## src/rtl/tlul_sram_responder.sv

```systemverilog
// TL-UL device-side responder in front of a single-port SRAM with 1-cycle read latency.
// Ports:
//   clk_i, rst_ni    clock and asynchronous active-low reset
//   tl_i / tl_o      TL-UL request (plus d_ready) / response (plus a_ready)
//   req_o, we_o      SRAM access strobe and write enable (we_o qualified by req_o)
//   addr_o           SRAM word address
//   wdata_o, wmask_o SRAM write data and bit-level write mask
//   rdata_i          SRAM read data, valid the cycle after a read strobe
// One request is outstanding at a time. The response register is reused, so a new
// request can be accepted in the same cycle that the previous response handshakes.

package tlul_pkg;
  localparam logic [2:0] PutFullData    = 3'h0;
  localparam logic [2:0] PutPartialData = 3'h1;
  localparam logic [2:0] Get            = 3'h4;
  localparam logic [2:0] AccessAck      = 3'h0;
  localparam logic [2:0] AccessAckData  = 3'h1;

  typedef struct packed {
    logic        a_valid;
    logic [2:0]  a_opcode;
    logic [2:0]  a_param;
    logic [1:0]  a_size;
    logic [7:0]  a_source;
    logic [31:0] a_address;
    logic [3:0]  a_mask;
    logic [31:0] a_data;
    logic        d_ready;
  } tl_h2d_t;

  typedef struct packed {
    logic        d_valid;
    logic [2:0]  d_opcode;
    logic [2:0]  d_param;
    logic [1:0]  d_size;
    logic [7:0]  d_source;
    logic [0:0]  d_sink;
    logic [31:0] d_data;
    logic        d_error;
    logic        a_ready;
  } tl_d2h_t;
endpackage

module tlul_sram_responder
  import tlul_pkg::*;
#(
  parameter int unsigned SramAw   = 10,
  parameter logic [31:0] ErrRdata = 32'hFFFF_FFFF
) (
  input  logic              clk_i,
  input  logic              rst_ni,
  input  tl_h2d_t           tl_i,
  output tl_d2h_t           tl_o,
  output logic              req_o,
  output logic              we_o,
  output logic [SramAw-1:0] addr_o,
  output logic [31:0]       wdata_o,
  output logic [31:0]       wmask_o,
  input  logic [31:0]       rdata_i
);

  localparam logic [1:0] StIdle   = 2'd0;
  localparam logic [1:0] StRdWait = 2'd1;
  localparam logic [1:0] StResp   = 2'd2;

  logic [1:0]  state_q, state_d;
  logic [2:0]  d_opcode_q, d_opcode_d;
  logic [1:0]  d_size_q, d_size_d;
  logic [7:0]  d_source_q, d_source_d;
  logic [31:0] d_data_q, d_data_d;
  logic        d_error_q, d_error_d;

  logic       is_get, is_put_full, is_put;
  logic [3:0] lane_mask;
  logic       misaligned;
  logic       err;
  logic       a_ready;
  logic       accept;

  assign is_get      = (tl_i.a_opcode == Get);
  assign is_put_full = (tl_i.a_opcode == PutFullData);
  assign is_put      = is_put_full || (tl_i.a_opcode == PutPartialData);

  // Byte lanes addressed by address/size; size 3 is rejected separately.
  always_comb begin
    lane_mask  = 4'h0;
    misaligned = 1'b0;
    case (tl_i.a_size)
      2'd0: lane_mask = 4'b0001 << tl_i.a_address[1:0];
      2'd1: begin
        lane_mask  = tl_i.a_address[1] ? 4'b1100 : 4'b0011;
        misaligned = tl_i.a_address[0];
      end
      2'd2: begin
        lane_mask  = 4'hF;
        misaligned = |tl_i.a_address[1:0];
      end
      default: begin
        lane_mask  = 4'h0;
        misaligned = 1'b0;
      end
    endcase
  end

  assign err = !(is_get || is_put)
            || (tl_i.a_size > 2'd2)
            || misaligned
            || (is_put && |(tl_i.a_mask & ~lane_mask))
            || (is_put_full && (tl_i.a_mask != lane_mask));

  assign a_ready = (state_q == StIdle) || ((state_q == StResp) && tl_i.d_ready);
  assign accept  = tl_i.a_valid && a_ready;

  assign req_o   = accept && !err;
  assign we_o    = is_put;
  assign addr_o  = tl_i.a_address[SramAw+1:2];
  assign wdata_o = tl_i.a_data;

  always_comb begin
    wmask_o = '0;
    for (int i = 0; i < 4; i++) begin
      wmask_o[8*i +: 8] = {8{tl_i.a_mask[i]}};
    end
  end

  always_comb begin
    state_d    = state_q;
    d_opcode_d = d_opcode_q;
    d_size_d   = d_size_q;
    d_source_d = d_source_q;
    d_data_d   = d_data_q;
    d_error_d  = d_error_q;

    case (state_q)
      StRdWait: begin
        d_data_d = rdata_i;
        state_d  = StResp;
      end
      StResp: begin
        if (tl_i.d_ready) state_d = StIdle;
      end
      default: ;
    endcase

    // An accept from IDLE or from a completing RESP overrides the above.
    if (accept) begin
      d_opcode_d = is_get ? AccessAckData : AccessAck;
      d_size_d   = tl_i.a_size;
      d_source_d = tl_i.a_source;
      d_error_d  = err;
      if (is_get && !err) begin
        state_d = StRdWait;
      end else begin
        state_d  = StResp;
        d_data_d = (is_get && err) ? ErrRdata : 32'h0;
      end
    end
  end

  always_ff @(posedge clk_i or negedge rst_ni) begin
    if (!rst_ni) begin
      state_q    <= StIdle;
      d_opcode_q <= AccessAck;
      d_size_q   <= '0;
      d_source_q <= '0;
      d_data_q   <= '0;
      d_error_q  <= 1'b0;
    end else begin
      state_q    <= state_d;
      d_opcode_q <= d_opcode_d;
      d_size_q   <= d_size_d;
      d_source_q <= d_source_d;
      d_data_q   <= d_data_d;
      d_error_q  <= d_error_d;
    end
  end

  always_comb begin
    tl_o          = '0;
    tl_o.d_valid  = (state_q == StResp);
    tl_o.d_opcode = d_opcode_q;
    tl_o.d_param  = 3'h0;
    tl_o.d_size   = d_size_q;
    tl_o.d_source = d_source_q;
    tl_o.d_sink   = 1'b0;
    tl_o.d_data   = d_data_q;
    tl_o.d_error  = d_error_q;
    tl_o.a_ready  = a_ready;
  end

  logic unused_tl;
  assign unused_tl = ^{tl_i.a_param, tl_i.a_address[31:SramAw+2]};

endmodule
```

## config.mk

```make
export PLATFORM = sky130hd
export DESIGN_NAME = tlul_sram_responder
export DESIGN_NICKNAME = d
export VERILOG_FILES = /design/src/rtl/tlul_sram_responder.sv
export SDC_FILE = /design/constraint.sdc
export NUM_CORES = 1
export LEC_CHECK = 0
export ABC_AREA = 1
export CAP_MARGIN = 25
export CORE_AREA = 2 2 95 97
export CTS_BUF_LIST = sky130_fd_sc_hd__clkbuf_4 sky130_fd_sc_hd__clkbuf_8
export DETAILED_ROUTE_END_ITERATION = 12
export DIE_AREA = 0 0 97 99
export PLACE_DENSITY = 0.95
export SKIP_LAST_GASP = 1
export SLEW_MARGIN = 20
export SYNTH_ARGS = -nofsm -noshare
export SYNTH_HDL_FRONTEND = slang
export SYNTH_SLANG_ARGS = --single-unit
export TNS_END_PERCENT = 100
```

## constraint.sdc

```tcl
create_clock -name clk_i -period 3.34 [get_ports clk_i]
set_clock_uncertainty 0.1 [all_clocks]
set_input_delay 0.668 -clock clk_i [delete_from_list [all_inputs] [get_ports clk_i]]
set_output_delay 0.668 -clock clk_i [all_outputs]
set_load 0.01 [all_outputs]
```

# Word level (Yosys, flattened, before mapping)

Index checks and enable logic that the tools add are counted.

Output and inout port bits: 128
Input port bits: 120
Word-level logic and storage cells: 53
Bits in registers: 48

Shift operators: 1
Reduce and logical (&&, ||, !) cells: 23
Eq/ne operators: 8
Order comparisons: 1
Bitwise gates (word level): 2
Multiplexer cells: 12

Operator list:

| kind                | count |
|---|---|
| $mux 32             | 4 |
| $pmux 4 s3          | 1 |
| $logic_and 1x1->1   | 7 |
| $logic_or 1x1->1    | 7 |
| $mux 2              | 3 |
| $and 4x4->4         | 1 |
| $eq 2x1->1 const B  | 2 |
| $eq 2x2->1 const B  | 2 |
| $logic_not 2->1     | 2 |
| $mux 4              | 1 |
| $ne 4x4->1          | 1 |
| $not 4->4           | 1 |
| $pmux 2 s2          | 1 |
| $reduce_or 4->1     | 1 |
| $shl 1x2->4 const A | 1 |
| $eq 3x1->1 const B  | 1 |
| $eq 3x3->1 const B  | 1 |
| $logic_not 3->1     | 1 |
| $ne 3x2->1 const B  | 1 |
| $reduce_bool 3->1   | 1 |
| $gt 2x2->1 const B  | 1 |
| $logic_not 1->1     | 2 |
| $pmux 1 s2          | 1 |
| $reduce_and 2->1    | 1 |
| 2 further kinds     | 2 |

# Logic depth before layout (Yosys ltp)

Depth in word-level cells: 12
Depth in mapped cells: 14
Gate-level depth less buffers: 13

# Worst setup path after synthesis

OpenSTA, ideal clock, no wires.

Kind: in2out
Start: input tl_i[77] (netlist bit)
End: output req_o
Stages on the path: 11
Setup slack: 0.681 ns
Data arrival time: 1.891 ns
Path buffers: 0
Cells stage by stage: inv_1 ha_1 inv_1 o31ai_1 nand2_1 ha_1 nor2_1 nand2_1 nand2_1 nand3_1 nor2_1

Word-level cells in the longest chain between the ends: 10

RTL lines:

| item                               | RTL line | RTL |
|---|---|---|
| start: declaration                 | 52       | `input tl_h2d_t tl_i,` |
| $eq 2x2->1 (tied with other cells) | 88       | `case (tl_i.a_size)` |
| $pmux 4 s3                         | 88       |  |
| $not 4->4                          | 108      | `\|\| (is_put && \|(tl_i.a_mask & ~lane_mask))` |
| $and 4x4->4                        | 108      |  |
| $reduce_or 4->1                    | 108      |  |
| $logic_and 1x1->1                  | 108      |  |
| $logic_or 1x1->1                   | 108      |  |
| $logic_or 1x1->1 (*)               | 109      | `\|\| (is_put_full && (tl_i.a_mask != lane_mask));` |
| $logic_not 1->1 (*)                | 114      | `assign req_o = accept && !err;` |
| $logic_and 1x1->1 (*)              | 114      |  |
| end: declaration                   | 54       | `output logic req_o,` |

Mark *: on every way between the ends. The rest lies on a longest branch, timed or not.

# Worst setup path in the final report

Ends and elaborated chain as after synthesis.

==> reports/results.ini <==
[status]
outcome=finished, final reports clean

[pwr]
power_uw=1650
intPower_uw=1200
p_sw_uw=447
seq_power_share_pct=40.9
leakage_uw=0.00215
clock_power_share_pct=25.4
swShare_pct=27.2
power_density_nw_per_um2=396
power_frac_comb_pct=33.7
ir_worst_vdd_v=0.000193

[synthesis]
yosysWarningCount=0
async_flop_share_pct=100
muxShareOfSynthArea_pct=15.2
synth_area_um2=3120
synth_compound_area_share_pct=2.25
ys_ff_latch=46
synth_edf_count=0
synth_top_family_by_area=buffers and inverters
yosys.area.top_type=dfrtp_1
synth_fa_ha_area_share_pct=3.61
synth_cells=331
synth.top_cell.area_share_pct=36.9
yosys.area_share.simple_pct=17.0
syn_area_per_cell_um2=9.42
synthXorXnorAreaFrac_pct=0
netlist-cell-type-count=26
synth_area_leaders=dfrtp_1 37%, buf_4 20%, mux2_4 14%, nand2_1 13%, ha_1 3.6%
ys.flop_type=dfrtp_1
seq_area_frac_synth_pct=36.9

[place]
routabilityCongestion=0.767
hpwl_um=5280
port_buffers=134

[sta]
max_slew.worst_pin.slew_ns=0.632
final.setup.tns_ns=0
final_max_slew_viol_count=0
finalCritPeriodShare_pct=96.6
final_hold_viol_count=0
max_slew_margin_pct=57.9
fin_crit_ns=3.23
setup_violations=0
fmax_mhz=310

[routing]
drcViolationCount=0
drtIter0Drc=34
ant_nets=0
dr.pass1.iters=4
vias_per_cell=4.36
wirelength_um=7070
vias=2218
route.detailed.wl_per_inst_um=13.9

[global_routing]
grt_use_total_pct=14.4
grt_max_degree=47
grt_pass1_vias=2398
grt_pass1_wl_um=11400
antenna_found_initial=0
grt.overflow.total=0

[cells_and_area]
final_nets=530
layout_common_cells=128 x clkdlybuf4s50_1, 103 x nand2_1, 46 x dfrtp_1
n_antenna_cell=0
fillers=784
layout_commonest_cell=clkdlybuf4s50_1
final_util_pct=48.6
syn2layout_area_growth_pct=33.4
drive_gt1_share_pct=19.7

[setup_path]
path_class=in -> out
crit_path_max_fanout=4
cp_data_required_time_ns=2.57
cp.arrival_ns=2.46
cp-end-kind=primary output
cp-start-kind=input port

[clock_network]
cts_root_buf=clkbuf_8
h-tree-depth=2
post_cts_buffers=0
cts_sinks=46
clk_path_buf_depth=2
numCtsBuffers=5
ctsHoldBuffers=0
cts_tree=built
cts.clk_slew.worst_paths_ns=0.08
clk_latency_ns=0.29

[die]
die_h_um=99
num_rows=34
dieArea_um2=9600
ios=248
start_util_pct=36.5
core_region_area_um2=8550
die_width_um=97

[worst_hold_path]
hold_path.class=in -> async

[flow_run]
drv_cap=0

## stage by stage
step | hold WS, ns | area, um2 | setup WS [ns] | std cells
4_1_cts | 0.391 | 4120 | 0.0773 | 509
3_5_place_dp | 0.370 | 4010 | -0.486 | 502
3_3_place_gp | 0.362 | 4010 | -0.430 | 502
5_1_grt | 0.314 | 4160 | -0.0144 | 509
2_1_floorplan | 0.272 | 3140 | 0.681 | 336
6_report | 0.269 | 4160 | 0.113 | 509
## logic make-up after synthesis
family | count (synthesis)
AOI/OAI and AO/OA | 12
and+or+nand+nor | 125
other | 1
adders and majority gates | 9
DFF | 46
buffers and inverters | 106
muxes | 32
## cells in the mapped netlist, types with 2 or more instances
| master | number |
|---|---|
| buf_4 | 82 |
| nor2_2 | 2 |
| nand2_1 | 104 |
| inv_1 | 13 |
| mux2_4 | 30 |
| dfrtp_1 | 46 |
| nand3_1 | 3 |
| buf_6 | 9 |
| a21oi_1 | 3 |
| nand2_4 | 3 |
| mux2_2 | 2 |
| o21ai_0 | 6 |
| nor2_1 | 7 |
| ha_1 | 9 |
## path summary, 6_finish.rpt
kind,from,cells past startpoint,slack [ns],to
hold reg to reg,d_source_q[6],2,0.39,d_source_q[6]
hold / removal,rst_ni,1,0.27,d_data_q[14]
setup reg to reg,state_q[1],5,1.59,d_data_q[0]
setup / recovery,tl_i[77],13,0.11,req_o
min in group clk_i,d_source_q[6],2,0.39,d_source_q[6]
max in group asynchronous,rst_ni,1,2.48,d_data_q[21]
## cell type report
class | count | area (um2) | area share (%)
inverters | 14 | 55.1 | 1.32
flip-flops and latches | 46 | 1150 | 27.7
repair buffers | 150 | 1460 | 35.2
clock buffers | 6 | 82.6 | 1.99
clock inverters | 1 | 30.0 | 0.722
multi-input cells | 184 | 1240 | 29.9
well taps | 108 | 135 | 3.25
## state kept, by name, indices dropped and copies added, names as in the netlist
signal,count
d_error_q,1
d_source_q,8
state_q,2
d_data_q,32
d_size_q,2
d_opcode_q,1
## timing repair
action	CTS	global route
gates resized for setup	8	13
pin swaps	0	1
setup endpoints to repair	1	1
endpoints found under the hold margin	0	0
## per-layer routing
metal	wire length, um	GRT usage, %	vias to the layer above
met2	3760	27.9	92
met4	78	3.58	0
li1	-	-	1085
met5	0	0	-
met1	2810	15.7	1030
met3	417	3.62	11
## critical path, cell delays in order
cell	delay (ns)
dlygate4sd2_1	0.28
inv_2	0.09
ha_2	0.18
inv_1	0.06
o21ai_0	0.20
nand2_1	0.08
ha_1	0.18
nor2_1	0.08
nand2_1	0.08
nand2_2	0.08
nand3_2	0.11
nor2_4	0.14
clkdlybuf4s15_2	0.23
## power groups by stage
stage | Combinational (uW) | Clock, uW | Sequential (uW)
2_1_floorplan | 295 | 0 | 712
3_3_place_gp | 538 | 0 | 679
3_5_place_dp | 555 | 0 | 684
4_1_cts | 558 | 437 | 674
5_1_grt | 603 | 455 | 683
6_report | 555 | 419 | 673
Power figures use the tool's default switching activity.
